[src/rtl/key_if.sv]
// Key pin / event bundle between the board keys and the mode control logic.
// The master drives the raw pins; the slave reports debounced levels and pulses.
interface key_if #(
    parameter int KEY_NUM = 4
);
    logic [KEY_NUM-1:0] key_in;
    logic [KEY_NUM-1:0] key_state;
    logic [KEY_NUM-1:0] key_press;
    logic [KEY_NUM-1:0] key_release;
    logic [KEY_NUM-1:0] key_long;
    logic [KEY_NUM-1:0] key_repeat;

    modport master (
        output key_in,
        input  key_state,
        input  key_press,
        input  key_release,
        input  key_long,
        input  key_repeat
    );

    modport slave (
        input  key_in,
        output key_state,
        output key_press,
        output key_release,
        output key_long,
        output key_repeat
    );
endinterface

[src/rtl/key_filter_ctrl.sv]
// Per-key synchroniser, debouncer and press/release/long/repeat classifier.
// Every key runs its own FSM and counters; all events are registered 1-cycle pulses.
module key_filter_ctrl #(
    parameter int CLK_FREQ    = 50_000_000,
    parameter int KEY_NUM     = 4,
    parameter int DEBOUNCE_MS = 20,
    parameter int LONG_MS     = 1000,
    parameter int REPEAT_MS   = 200
) (
    input  logic sys_clk,
    input  logic rst_n,
    key_if.slave bus
);
    localparam int DB_CYC   = CLK_FREQ / 1000 * DEBOUNCE_MS;
    localparam int LONG_CYC = CLK_FREQ / 1000 * LONG_MS;
    localparam int REP_CYC  = CLK_FREQ / 1000 * REPEAT_MS;

    localparam logic [31:0] DB_LAST   = 32'(DB_CYC - 1);
    localparam logic [31:0] LONG_LAST = 32'(LONG_CYC - 1);
    localparam logic [31:0] REP_LAST  = 32'(REP_CYC - 1);

    typedef enum logic [2:0] {
        IDLE,
        PRESS_DB,
        HELD,
        LONG_HELD,
        REL_DB
    } state_t;

    logic [KEY_NUM-1:0] meta;
    logic [KEY_NUM-1:0] sync;

    always_ff @(posedge sys_clk) begin
        if (!rst_n) begin
            meta <= '1;
            sync <= '1;
        end else begin
            meta <= bus.key_in;
            sync <= meta;
        end
    end

    for (genvar k = 0; k < KEY_NUM; k++) begin : g_key
        state_t      state;
        state_t      state_nxt;
        logic [31:0] cnt;
        logic [31:0] cnt_nxt;
        logic [31:0] hold;
        logic [31:0] hold_nxt;
        logic [31:0] rep;
        logic [31:0] rep_nxt;
        logic        from_long;
        logic        from_long_nxt;
        logic        rep_hit;
        logic        level_q;
        logic        press_q;
        logic        release_q;
        logic        long_q;
        logic        repeat_q;
        logic        level_nxt;
        logic        press_nxt;
        logic        release_nxt;
        logic        long_nxt;
        logic        s;

        assign s = sync[k];

        always_ff @(posedge sys_clk) begin
            if (!rst_n) begin
                state     <= IDLE;
                cnt       <= '0;
                hold      <= '0;
                rep       <= '0;
                from_long <= 1'b0;
                level_q   <= 1'b0;
                press_q   <= 1'b0;
                release_q <= 1'b0;
                long_q    <= 1'b0;
                repeat_q  <= 1'b0;
            end else begin
                state     <= state_nxt;
                cnt       <= cnt_nxt;
                hold      <= hold_nxt;
                rep       <= rep_nxt;
                from_long <= from_long_nxt;
                level_q   <= level_nxt;
                press_q   <= press_nxt;
                release_q <= release_nxt;
                long_q    <= long_nxt;
                repeat_q  <= rep_hit;
            end
        end

        // Returning from a release glitch resumes the frozen counter in that cycle.
        always_comb begin
            state_nxt     = state;
            cnt_nxt       = cnt;
            hold_nxt      = hold;
            rep_nxt       = rep;
            from_long_nxt = from_long;
            rep_hit       = 1'b0;
            unique case (state)
                IDLE: begin
                    if (!s) begin
                        cnt_nxt   = '0;
                        hold_nxt  = '0;
                        state_nxt = (DB_CYC == 1) ? HELD : PRESS_DB;
                    end
                end
                PRESS_DB: begin
                    if (s) begin
                        state_nxt = IDLE;
                    end else begin
                        cnt_nxt = cnt + 32'd1;
                        if (cnt + 32'd1 >= DB_LAST) begin
                            state_nxt = HELD;
                            hold_nxt  = '0;
                        end
                    end
                end
                HELD: begin
                    if (s) begin
                        from_long_nxt = 1'b0;
                        cnt_nxt       = '0;
                        state_nxt     = (DB_CYC == 1) ? IDLE : REL_DB;
                    end else if (hold >= LONG_LAST) begin
                        state_nxt = LONG_HELD;
                        rep_nxt   = '0;
                    end else begin
                        hold_nxt = hold + 32'd1;
                    end
                end
                LONG_HELD: begin
                    if (s) begin
                        from_long_nxt = 1'b1;
                        cnt_nxt       = '0;
                        state_nxt     = (DB_CYC == 1) ? IDLE : REL_DB;
                    end else if (rep >= REP_LAST) begin
                        rep_hit = 1'b1;
                        rep_nxt = '0;
                    end else begin
                        rep_nxt = rep + 32'd1;
                    end
                end
                REL_DB: begin
                    if (!s) begin
                        if (from_long) begin
                            state_nxt = LONG_HELD;
                            rep_nxt   = rep + 32'd1;
                        end else begin
                            state_nxt = HELD;
                            hold_nxt  = hold + 32'd1;
                        end
                    end else begin
                        cnt_nxt = cnt + 32'd1;
                        if (cnt + 32'd1 >= DB_LAST) begin
                            state_nxt = IDLE;
                        end
                    end
                end
                default: state_nxt = IDLE;
            endcase
        end

        always_comb begin
            level_nxt   = (state_nxt == HELD) || (state_nxt == LONG_HELD)
                          || (state_nxt == REL_DB);
            press_nxt   = (state_nxt == HELD)
                          && ((state == IDLE) || (state == PRESS_DB));
            long_nxt    = (state_nxt == LONG_HELD) && (state == HELD);
            release_nxt = (state_nxt == IDLE) && level_q;
        end

        assign bus.key_state[k]   = level_q;
        assign bus.key_press[k]   = press_q;
        assign bus.key_release[k] = release_q;
        assign bus.key_long[k]    = long_q;
        assign bus.key_repeat[k]  = repeat_q;
    end

endmodule
[src/flat_wrapper.sv]
// flat-port wrapper written by rule: the top's interface ports become plain ports
module key_filter_ctrl_flat 
#(
    parameter int CLK_FREQ    = 50_000_000,
    parameter int KEY_NUM     = 4,
    parameter int DEBOUNCE_MS = 20,
    parameter int LONG_MS     = 1000,
    parameter int REPEAT_MS   = 200
)
  (sys_clk, rst_n, bus_key_in, bus_key_state, bus_key_press, bus_key_release, bus_key_long, bus_key_repeat);
  key_if #(.KEY_NUM(KEY_NUM)) bus_i ();
  input  logic sys_clk;
  input  logic rst_n;
  input wire logic [$bits(bus_i.key_in)-1:0] bus_key_in;
  output wire logic [$bits(bus_i.key_state)-1:0] bus_key_state;
  output wire logic [$bits(bus_i.key_press)-1:0] bus_key_press;
  output wire logic [$bits(bus_i.key_release)-1:0] bus_key_release;
  output wire logic [$bits(bus_i.key_long)-1:0] bus_key_long;
  output wire logic [$bits(bus_i.key_repeat)-1:0] bus_key_repeat;
  assign bus_i.key_in = bus_key_in;
  assign bus_key_state = bus_i.key_state;
  assign bus_key_press = bus_i.key_press;
  assign bus_key_release = bus_i.key_release;
  assign bus_key_long = bus_i.key_long;
  assign bus_key_repeat = bus_i.key_repeat;
  key_filter_ctrl #(.CLK_FREQ(CLK_FREQ), .KEY_NUM(KEY_NUM), .DEBOUNCE_MS(DEBOUNCE_MS), .LONG_MS(LONG_MS), .REPEAT_MS(REPEAT_MS)) u_core (.sys_clk(sys_clk), .rst_n(rst_n), .bus(bus_i));
endmodule
[config.mk]
export PLATFORM = sky130hd
export DESIGN_NAME = key_filter_ctrl_flat
export DESIGN_NICKNAME = d
export VERILOG_FILES = /design/src/rtl/key_if.sv /design/src/rtl/key_filter_ctrl.sv /design/src/flat_wrapper.sv
export SDC_FILE = /design/constraint.sdc
export NUM_CORES = 1
export LEC_CHECK = 0
export BUFFER_PORTS_ARGS = -buffer_cell sky130_fd_sc_hd__buf_4
export CORE_MARGIN = 2
export CORE_UTILIZATION = 55
export DETAILED_ROUTE_END_ITERATION = 6
export PLACE_DENSITY = 0.81
export REMOVE_ABC_BUFFERS = 1
export SLEW_MARGIN = 40
export SYNTH_ARGS = -nofsm -noshare
export SYNTH_HDL_FRONTEND = slang
export SYNTH_SLANG_ARGS = --single-unit
[constraint.sdc]
create_clock -name sys_clk -period 8.7 [get_ports sys_clk]
set_clock_uncertainty 0.2 [all_clocks]
set_input_delay 1.74 -clock sys_clk [delete_from_list [all_inputs] [get_ports sys_clk]]
set_output_delay 1.74 -clock sys_clk [all_outputs]
set_load 0.005 [all_outputs]
* Yosys cells after proc, flatten, opt, wreduce, memory -nomap -nowiden *
Cells that the tools add are included.

operators by class
  add/sub/neg operators = 12
  multipliers = 0
  div/mod/pow operators = 0
  $lt $le $gt $ge = 12
  equal/unequal tests = 84
  shifts and indexed selects = 0
  multiplexer cells = 132
  bitwise logic cells = 5
  reductions and logical operators = 72

operator list
  operator                 number
  $mux W32                 64
  $pmux W32 S4             8
  $add A32 B1 Y32 const B  12
  $pmux W32 S3             4
  $ge A32 B20 Y1 const B   4
  $ge A32 B24 Y1 const B   4
  $ge A32 B26 Y1 const B   4
  $mux W3                  32
  $pmux W3 S5              4
  $ne A2 B1 Y1 const B     28
  $ne A2 B2 Y1 const B     28
  $eq A3 B2 Y1 const B     16
  $reduce_and A8 Y1        4
  $reduce_bool A4 Y1       8
  $eq A3 B3 Y1 const B     8
  $logic_not A3 Y1         8
  $reduce_and A6 Y1        4
  $reduce_and A5 Y1        4
  $mux W1                  16
  $eq A3 B1 Y1 const B     4
  $logic_and A1 B1 Y1      12
  $logic_or A1 B1 Y1       12
  $reduce_and A3 Y1        4
  $reduce_bool A3 Y1       4
  5 further kinds          21

word-level totals
  register bits = 428
  bits in latches = 0
  RAM bits = 0
  memory bits (read-only) = 0
  input bits = 6
  output and inout bits = 20
  logic and storage cells = 359
  memories = 0

* Depth between registers and ports, before layout *
Gate-level depths: netlist (run 1).

  depth in word-level cells = 8
  mapped depth = 16
  mapped depth without buffers = 11

* Worst setup path before layout (run 1) *
OpenSTA, ideal clock, no wires.

  path type = register -> register
  start = register u_core.g_key[0].cnt[0]
  end = register u_core.g_key[0].hold[13]
  setup time = 0.128 ns
  arrival time = 3.180 ns
  data required time = 8.372 ns
  slack = 5.192 ns
  cell stages (with the launch flop) = 13
  path buffers = 1
  clock period less this slack = 3.508 ns
  cell sequence = dfxtp_1 -> ha_1 -> nand3_1 -> nor4_1 -> nor2b_1 -> mux2_2 -> a31oi_1 -> nor4b_2 -> o21ai_1 -> nor2_1 -> o31ai_2 -> clkbuf_1 -> nor2_1

between the ends
  word-level cells in the longest chain between the ends = 4

ends and longest elaborated chain
  element                             line                    RTL
  from (decl)                         key_filter_ctrl.sv:46   logic [31:0] cnt;
  from (signal assigned)              key_filter_ctrl.sv:82   cnt <= cnt_nxt;
  $add A32 B1 Y32                     key_filter_ctrl.sv:115  if (cnt + 32'd1 >= DB_LAST) begin
  $ge A32 B20 Y1                      key_filter_ctrl.sv:115
  $ne A2 B1 Y1 (no source line)       n/a
  $reduce_and A8 Y1 (no source line)  n/a
  to (signal assigned)                key_filter_ctrl.sv:83   hold <= hold_nxt;
  to (decl)                           key_filter_ctrl.sv:48   logic [31:0] hold;

No other way between the ends.
A chain may end at the register's enable or synchronous reset.

* Worst setup path in the final report (run 1) *
  start = register u_core.g_key[1].cnt[8]
  end = register u_core.g_key[1].hold[19]

between the ends
  word-level cells in the longest chain between the ends = 4

ends and longest elaborated chain
  element                             line
  from (decl)                         key_filter_ctrl.sv:46
  from (signal assigned)              key_filter_ctrl.sv:82
  $add A32 B1 Y32                     key_filter_ctrl.sv:115
  $ge A32 B20 Y1                      key_filter_ctrl.sv:115
  $ne A2 B1 Y1 (no source line)       n/a
  $reduce_and A8 Y1 (no source line)  n/a
  to (signal assigned)                key_filter_ctrl.sv:83
  to (decl)                           key_filter_ctrl.sv:48

No other way between the ends.

==> run summary, run 1 <==
Status = finished, final reports clean
Core Box Area = 41,900 um^2
Slew Viols, Final = 0
Routability cong. = 0.891
DRC = 0
CP max stage cell = nor3_2
Die footprint = 44,200 um^2
Routed Antenna Nets = 0
Area of the mapped netlist = 23,400 um^2
DIE HEIGHT = 210 um
Storage element area = 8570 um^2
Setup crit start = u_core.g_key[1].cnt[8]
Std-Cell Rows = 75
Top-count cell post-synth = nor2_1
GRT overflow = 0
Worst slew margin = 42.4%
Sw Ratio = 22.0%
Setup bufs post-CTS = 0
Fill cell total of the finished layout = 3,632
Final nets = 2,996
Overall power = 4.11 mW
CP endpoint kind = flip-flop
Busiest grt layer = met2
Yosys top cell by area = dfxtp_1
Combinational Power Share = 2.2%
Flop pwr share = 47.9%
FFs w/ async S/R, synth = 0%
Part of the cycle the worst path needs = 53.6%
Met1 usage = 29.9%
Sequential area share after synthesis = 36.6%
Max capacitance violation total = 0
Vias in the first global route = 20,100
Type of origin of the critical path = flip-flop
Drt initial violations = 1,740
Antenna violations before repair = 0
Clock transition at path regs = 0.06 ns
Final setup fails = 0
Clock Sink Count = 428
Hold Crit Depth = 1
GRT met3 Usage = 3.14%
Final wirelength = 52.9 mm
Min cycle time layout = 4.66 ns
Share of layout cells above drive strength 1 = 5.91%
Hold Violations, Final = 0
Flops & latches, synth = 428
Antenna diodes = 0
Synth top cells by count = nor2_1, dfxtp_1, nand2_1
YS warnings = 0
Ranking of synthesized cells by area = dfxtp_1, nor2_1, xnor2_1, nand2_1, a21oi_1
Area Growth Syn to Fin = 7.65%
HPWL after DPL = 34.1 mm
H-tree levels = 2
Synth Instances = 3,100
Worst r2r src = u_core.g_key[1].cnt[8]
Clock power share = 49.9%
Tot GR Track Use = 23.4%
Global-route wire length before repair = 90.4 mm
Vias = 21,600
Die W = 210 um
CTS root buffer = clkbuf_16
Post-CTS Resized = 0
Initial Util = 55.8%
Hold_sp = u_core.meta[3]
P_sw = 905 uW
DR WL/cell = 14.9 um
Drt pass-1 iters = 6
M2 GR Usage = 40.5%
Pwr/cell area = 163 nW/um^2
Post-synth EDFFs = 0
Top_reg_cell synth = dfxtp_1
CP Cell Sequence = nand4_1, or3_1, nor2_1, a41oi_1, or4_4, nor3_2, or2_2, o21ai_4, a21oi_1
Required time of the critical path = 9.00 ns
Maximum VDD drop = 0.150 mV
Area of the multi-input gates = 13,800 um^2
Mapped Avg Cell Area = 7.55 um^2
Crit Path Class = reg -> reg
Yosys cell types = 82
Largest net degree at the start of global routing = 56
Slowest stage delay, CP = 0.62 ns
LEAKAGE = 8.29 nW
Ports = 26
P_int = 3.21 mW
CTS hold repair buffers = 0
Synth top area share = 36.6%
Via density = 6.09
RSZ-0062 raised after global routing = false
Buffer depth of the longest clock path = 3
CP arrival = 4.96 ns
Worst-path fanout max = 24
Setup_tns = 0 ns
# port buffers = 25
Worst R2R Path Depth = 9
Clock network latency to the later pin of the worst-skew pair = 0.59 ns
CTS tree = yes
Hold WC Path Type = reg -> reg
Worst Tran Pin Value = 0.864 ns
Fmax = 215 MHz
Num CTS Buffers = 47
layout by cell type, fill, tap and decap left out, drive strengths merged, types with 18 or more instances in the layout:
cell / n
a21oi: 208
a311oi: 21
a31oi: 37
and2: 27
and3: 82
and4: 27
buf: 46
clkbuf: 63
dfxtp: 428
inv: 59
nand2: 284
nand2b: 19
nand3: 173
nand4: 112
nor2: 478
nor3: 121
nor3b: 18
nor4: 66
o21ai: 146
o31ai: 21
or3: 56
or4: 27
xnor2: 146
xor2: 104
worst max-delay path: cells and delay by family, from the launching register on:
| family | cells | cell delay (ns) |
|---|---|---|
| and+or+nand+nor | 6 | 3.12 |
| DFF | 1 | 0.51 |
| AOI/OAI and AO/OA | 3 | 0.74 |
logic make-up (layout without fill, tap and decap cells):
kind of cell             Yosys count  count (layout)  share of synthesized area [%]
XOR/XNOR                         250             250                           9.35
buffers and inverters            277             187                           5.01
multiplexers                      11              11                          0.476
AO/OA/AOI/OAI                    561             561                           14.6
AND/OR/NAND/NOR                 1557            1557                           33.1
adder cells (fa/ha/maj)           16              16                          0.855
flip-flops                       428             428                           36.6
power groups by stage:
| stage | clock network [mW] | logic [mW] | registers (mW) |
|---|---|---|---|
| 3_3_place_gp | 0 | 0.0846 | 2.01 |
| 2_1_floorplan | 0 | 0.0528 | 2.01 |
| 5_1_grt | 2.18 | 0.0991 | 1.97 |
| 6_report | 2.05 | 0.0903 | 1.97 |
| 3_5_place_dp | 0 | 0.0890 | 2.01 |
| 4_1_cts | 2.10 | 0.0893 | 1.97 |
metal layers:
layer	wire length, um	share of wire, %	vias to the layer above
li1	-	-	10700
met1	23900	45	10200
met2	25400	48	557
met3	2360	4.5	96
met4	1190	2.3	0
met5	0	0	-
area by class of cell:
| cell class | count | share of cell area (%) |
|---|---|---|
| repair buffers | 46 | 1.41 |
| clock buffers | 63 | 5.43 |
| inverters | 56 | 0.844 |
| multi-input cells | 2395 | 54.7 |
| well taps | 539 | 2.68 |
| flip-flops and latches | 428 | 34.0 |
| clock inverters | 22 | 0.948 |
flip-flops by register name, summed over array words and instances, names as in the netlist:
| name | flops |
|---|---|
| u_core.g_key.cnt | 128 |
| u_core.g_key.hold | 128 |
| u_core.g_key.rep | 128 |
| u_core.g_key.state | 12 |
| u_core.g_key.from_long | 4 |
| u_core.g_key.level_q | 4 |
| u_core.g_key.long_q | 4 |
| u_core.g_key.press_q | 4 |
| u_core.g_key.release_q | 4 |
| u_core.g_key.repeat_q | 4 |
| u_core.meta | 4 |
| u_core.sync | 4 |
worst paths after layout:
check	end	slack (ns)
worst min-delay path	u_core.sync[3]	0.22
worst max-delay path	u_core.g_key[1].hold[19]	4.04
worst min register to register	u_core.sync[3]	0.22
worst max register to register	u_core.g_key[1].hold[19]	4.04
per-stage QoR:
step	util [%]	setup WS [ns]	area [um^2]	instances	hold WS, ns
finish	60.1	4.04	25200	3549	0.219
floorplan	-	3.26	22500	2879	0.186
global route	60.1	3.71	25200	3549	0.224
global placement	56.0	3.97	23500	3462	0.189
detailed placement	56.2	3.77	23600	3464	0.199
CTS	60.0	3.69	25200	3549	0.218
(Power assumes the default switching activity.)
==> inputs of run 2 (changes only) <==
--- a/config.mk
+++ b/config.mk
@@ -9,7 +9,7 @@
 export CORE_MARGIN = 2
 export CORE_UTILIZATION = 55
 export DETAILED_ROUTE_END_ITERATION = 6
-export PLACE_DENSITY = 0.81
+export PLACE_DENSITY = 0.84
 export REMOVE_ABC_BUFFERS = 1
 export SLEW_MARGIN = 40
 export SYNTH_ARGS = -nofsm -noshare
==> constraint.sdc (replaced) <==
create_clock -name sys_clk -period 3.9 [get_ports sys_clk]
set_clock_uncertainty 0.2 [all_clocks]
set_input_delay 0.78 -clock sys_clk [delete_from_list [all_inputs] [get_ports sys_clk]]
set_output_delay 0.78 -clock sys_clk [all_outputs]
set_load 0.005 [all_outputs]
==> run summary, run 2 (synthesized netlist as in run 1, its figures left out) <==
Crit path buf inv count = 1 (was 0)
# port buffers = 25 (unchanged)
Initial Util = 55.8% (unchanged)
Num CTS Buffers = 48 (was 47)
Fmax = 268 MHz (was 215 MHz)
Most frequent cells in the layout = nor2_1, dfxtp_1, nand2_1 (unchanged)
Clock network latency to the later pin of the worst-skew pair = 0.59 ns (about the same)
CP endpoint kind = flip-flop (unchanged)
Final wirelength = 54.9 mm (was 52.9 mm)
CTS hold repair buffers = 0 (unchanged)
Ports = 26 (unchanged)
CP Cell Sequence = nand4_1, nor4_4, nand3_2, o31a_1, o211a_1, and4_1, a21oi_1, nor2_2, buf_12, or4_1, a21oi_1 (was nand4_1, or3_1, nor2_1, a41oi_1, or4_4, nor3_2, or2_2, o21ai_4, a21oi_1)
Std-Cell Rows = 75 (unchanged)
Slowest stage delay, CP = 0.52 ns (was 0.62 ns)
GRT overflow = 0 (unchanged)
Slew Viols, Final = 0 (unchanged)
Most common cell after layout, fill and taps aside = nor2_1 (unchanged)
DR WL/cell = 15.2 um (was 14.9 um)
HPWL after DPL = 35.8 mm (was 34.1 mm)
DR top layer = met4 (unchanged)
CP arrival = 4.05 ns (was 4.96 ns)
Global-route wire length before repair = 94.1 mm (was 90.4 mm)
Drt pass-1 iters = 7 (was 6)
Area Growth Syn to Fin = 10.0% (was 7.65%)
Area of the multi-input gates = 13,800 um^2 (about the same)
Min cycle time layout = 3.73 ns (was 4.66 ns)
Clock Sink Count = 428 (unchanged)
Crit Path Class = reg -> reg (unchanged)
M1 wire length = 23.8 mm (was 23.9 mm)
CTS tree = yes (unchanged)
DIE HEIGHT = 210 um (unchanged)
CP max stage cell = or4_1 (was nor3_2)
Final std cells w/o fill = 3,602 (was 3,549)
Largest registers = u_core.g_key.cnt x128, u_core.g_key.hold x128, u_core.g_key.rep x128 (unchanged)
Hold WC Path Type = in -> reg (was reg -> reg)
Met3 wire len = 2.75 mm (was 2.36 mm)
Routed Antenna Nets = 0 (unchanged)
Largest net degree at the start of global routing = 58 (was 56)
Tot GR Track Use = 24.3% (was 23.4%)
Via density = 6.15 (was 6.09)
Fill cell total of the finished layout = 3,541 (was 3,632)
Final setup fails = 0 (unchanged)
Worst Tran Pin Value = 0.802 ns (was 0.864 ns)
Part of the cycle the worst path needs = 95.7% (was 53.6%)
Dpl ws = -0.0701 ns (was 3.77 ns)
Final core utilization = 61.4% (was 60.1%)
Status = finished with violations (was finished, final reports clean)
Violated checks = DRC
Placed cell area = 23,900 um^2 (was 23,600 um^2)
CTS root buffer = clkbuf_16 (unchanged)
Routability cong. = 0.876 (was 0.891)
Required time of the critical path = 4.22 ns (was 9.00 ns)
LEAKAGE = 8.64 nW (was 8.29 nW)
Max capacitance violation total = 0 (unchanged)
Drt initial violations = 1,872 (was 1,740)
Buffer depth of the longest clock path = 3 (unchanged)
Vias = 22,100 (was 21,600)
Share of layout cells above drive strength 1 = 7.74% (was 5.91%)
Storage element area = 8570 um^2 (about the same)
Post-route cell area = 25,800 um^2 (was 25,200 um^2)
Family with the most delay on the worst path = simple AND/OR/NAND/NOR gates (unchanged)
Final nets = 3,045 (was 2,996)
H-tree levels = 2 (unchanged)
Antenna violations before repair = 0 (unchanged)
Clock transition at path regs = 0.06 ns (about the same)
Worst-path fanout max = 42 (was 24)
Die footprint = 44,200 um^2 (unchanged)
Die W = 210 um (unchanged)
DRC = 2 (was 0)
Core Box Area = 41,900 um^2 (unchanged)
Worst setup margin = 0.169 ns (was 4.04 ns)
Top cell by count, worst path = a21oi_1
Type of origin of the critical path = flip-flop (unchanged)
Pwr/cell area = 370 nW/um^2 (was 163 nW/um^2)
Post-Place Cells = 3,509 (was 3,464)
Antenna diodes = 0 (unchanged)
Vias in the first global route = 21,000 (was 20,100)
Hold Violations, Final = 0 (unchanged)
Worst slew margin = 46.1% (was 42.4%)
Routed met2 length = 26.8 mm (was 25.4 mm)
Maximum VDD drop = 0.281 mV (was 0.150 mV)
-- run 2: path summary, 6_finish.rpt --
path / startpoint / end / slack [ns] / depth (start not counted)
worst max-delay path: u_core.g_key[3].cnt[6] / u_core.g_key[3].hold[31] / 0.17 / 11
worst min-delay path: bus_key_in[0] / u_core.meta[0] / 0.18 / 2
worst max register to register: u_core.g_key[3].cnt[6] / u_core.g_key[3].hold[31] / 0.17 / 11
worst min register to register: u_core.meta[3] / u_core.sync[3] / 0.21 / 1
-- run 2: power by group --
group / internal [mW] / total (mW) / switching [mW]
sequential: 4.38 / 4.39 / 0.0133
combinational: 0.0535 / 0.213 / 0.160
clock: 3.09 / 4.93 / 1.84
-- run 2: worst reg2reg max path, stage by stage, from the launching register on --
cell and delay, ns:
dfxtp_1 0.46, nand4_1 0.38, nor4_4 0.49, nand3_2 0.12
o31a_1 0.29, o211a_1 0.22, and4_1 0.25, a21oi_1 0.28
nor2_2 0.10, buf_12 0.18, or4_1 0.53, a21oi_1 0.16
-- run 2: through the flow --
step | setup TNS (ns) | power, mW | hold WS (ns)
2_1_floorplan | -44.28 | 4.60 | 0.186
3_3_place_gp | 0 | 4.69 | 0.190
3_5_place_dp | -0.439 | 4.70 | 0.199
4_1_cts | 0 | 9.62 | 0.155
5_1_grt | -0.0153 | 9.83 | 0.178
6_report | 0 | 9.54 | 0.184
-- run 2: timing repair --
| action | CTS | global route |
|---|---|---|
| gates cloned | 0 | 0 |
| pin swaps | 0 | 4 |
| buffers inserted | 0 | 3 |
| endpoints found under the setup margin | 21 | 67 |
| resized for setup | 2 | 16 |
-- run 2: layout make-up --
type                    count  area share, %
repair buffers             94           2.87
well taps                 539           2.62
flip-flops and latches    428           33.3
multi-input cells        2395           53.6
inverters                  56          0.826
clock inverters            18           1.19
clock buffers              72           5.60
-- run 2: layer usage --
layer,vias to the layer above,track usage (%)
met5,-,0
met2,657,42.5
met3,124,3.52
li1,10800,-
met1,10500,30.0
met4,0,10.3
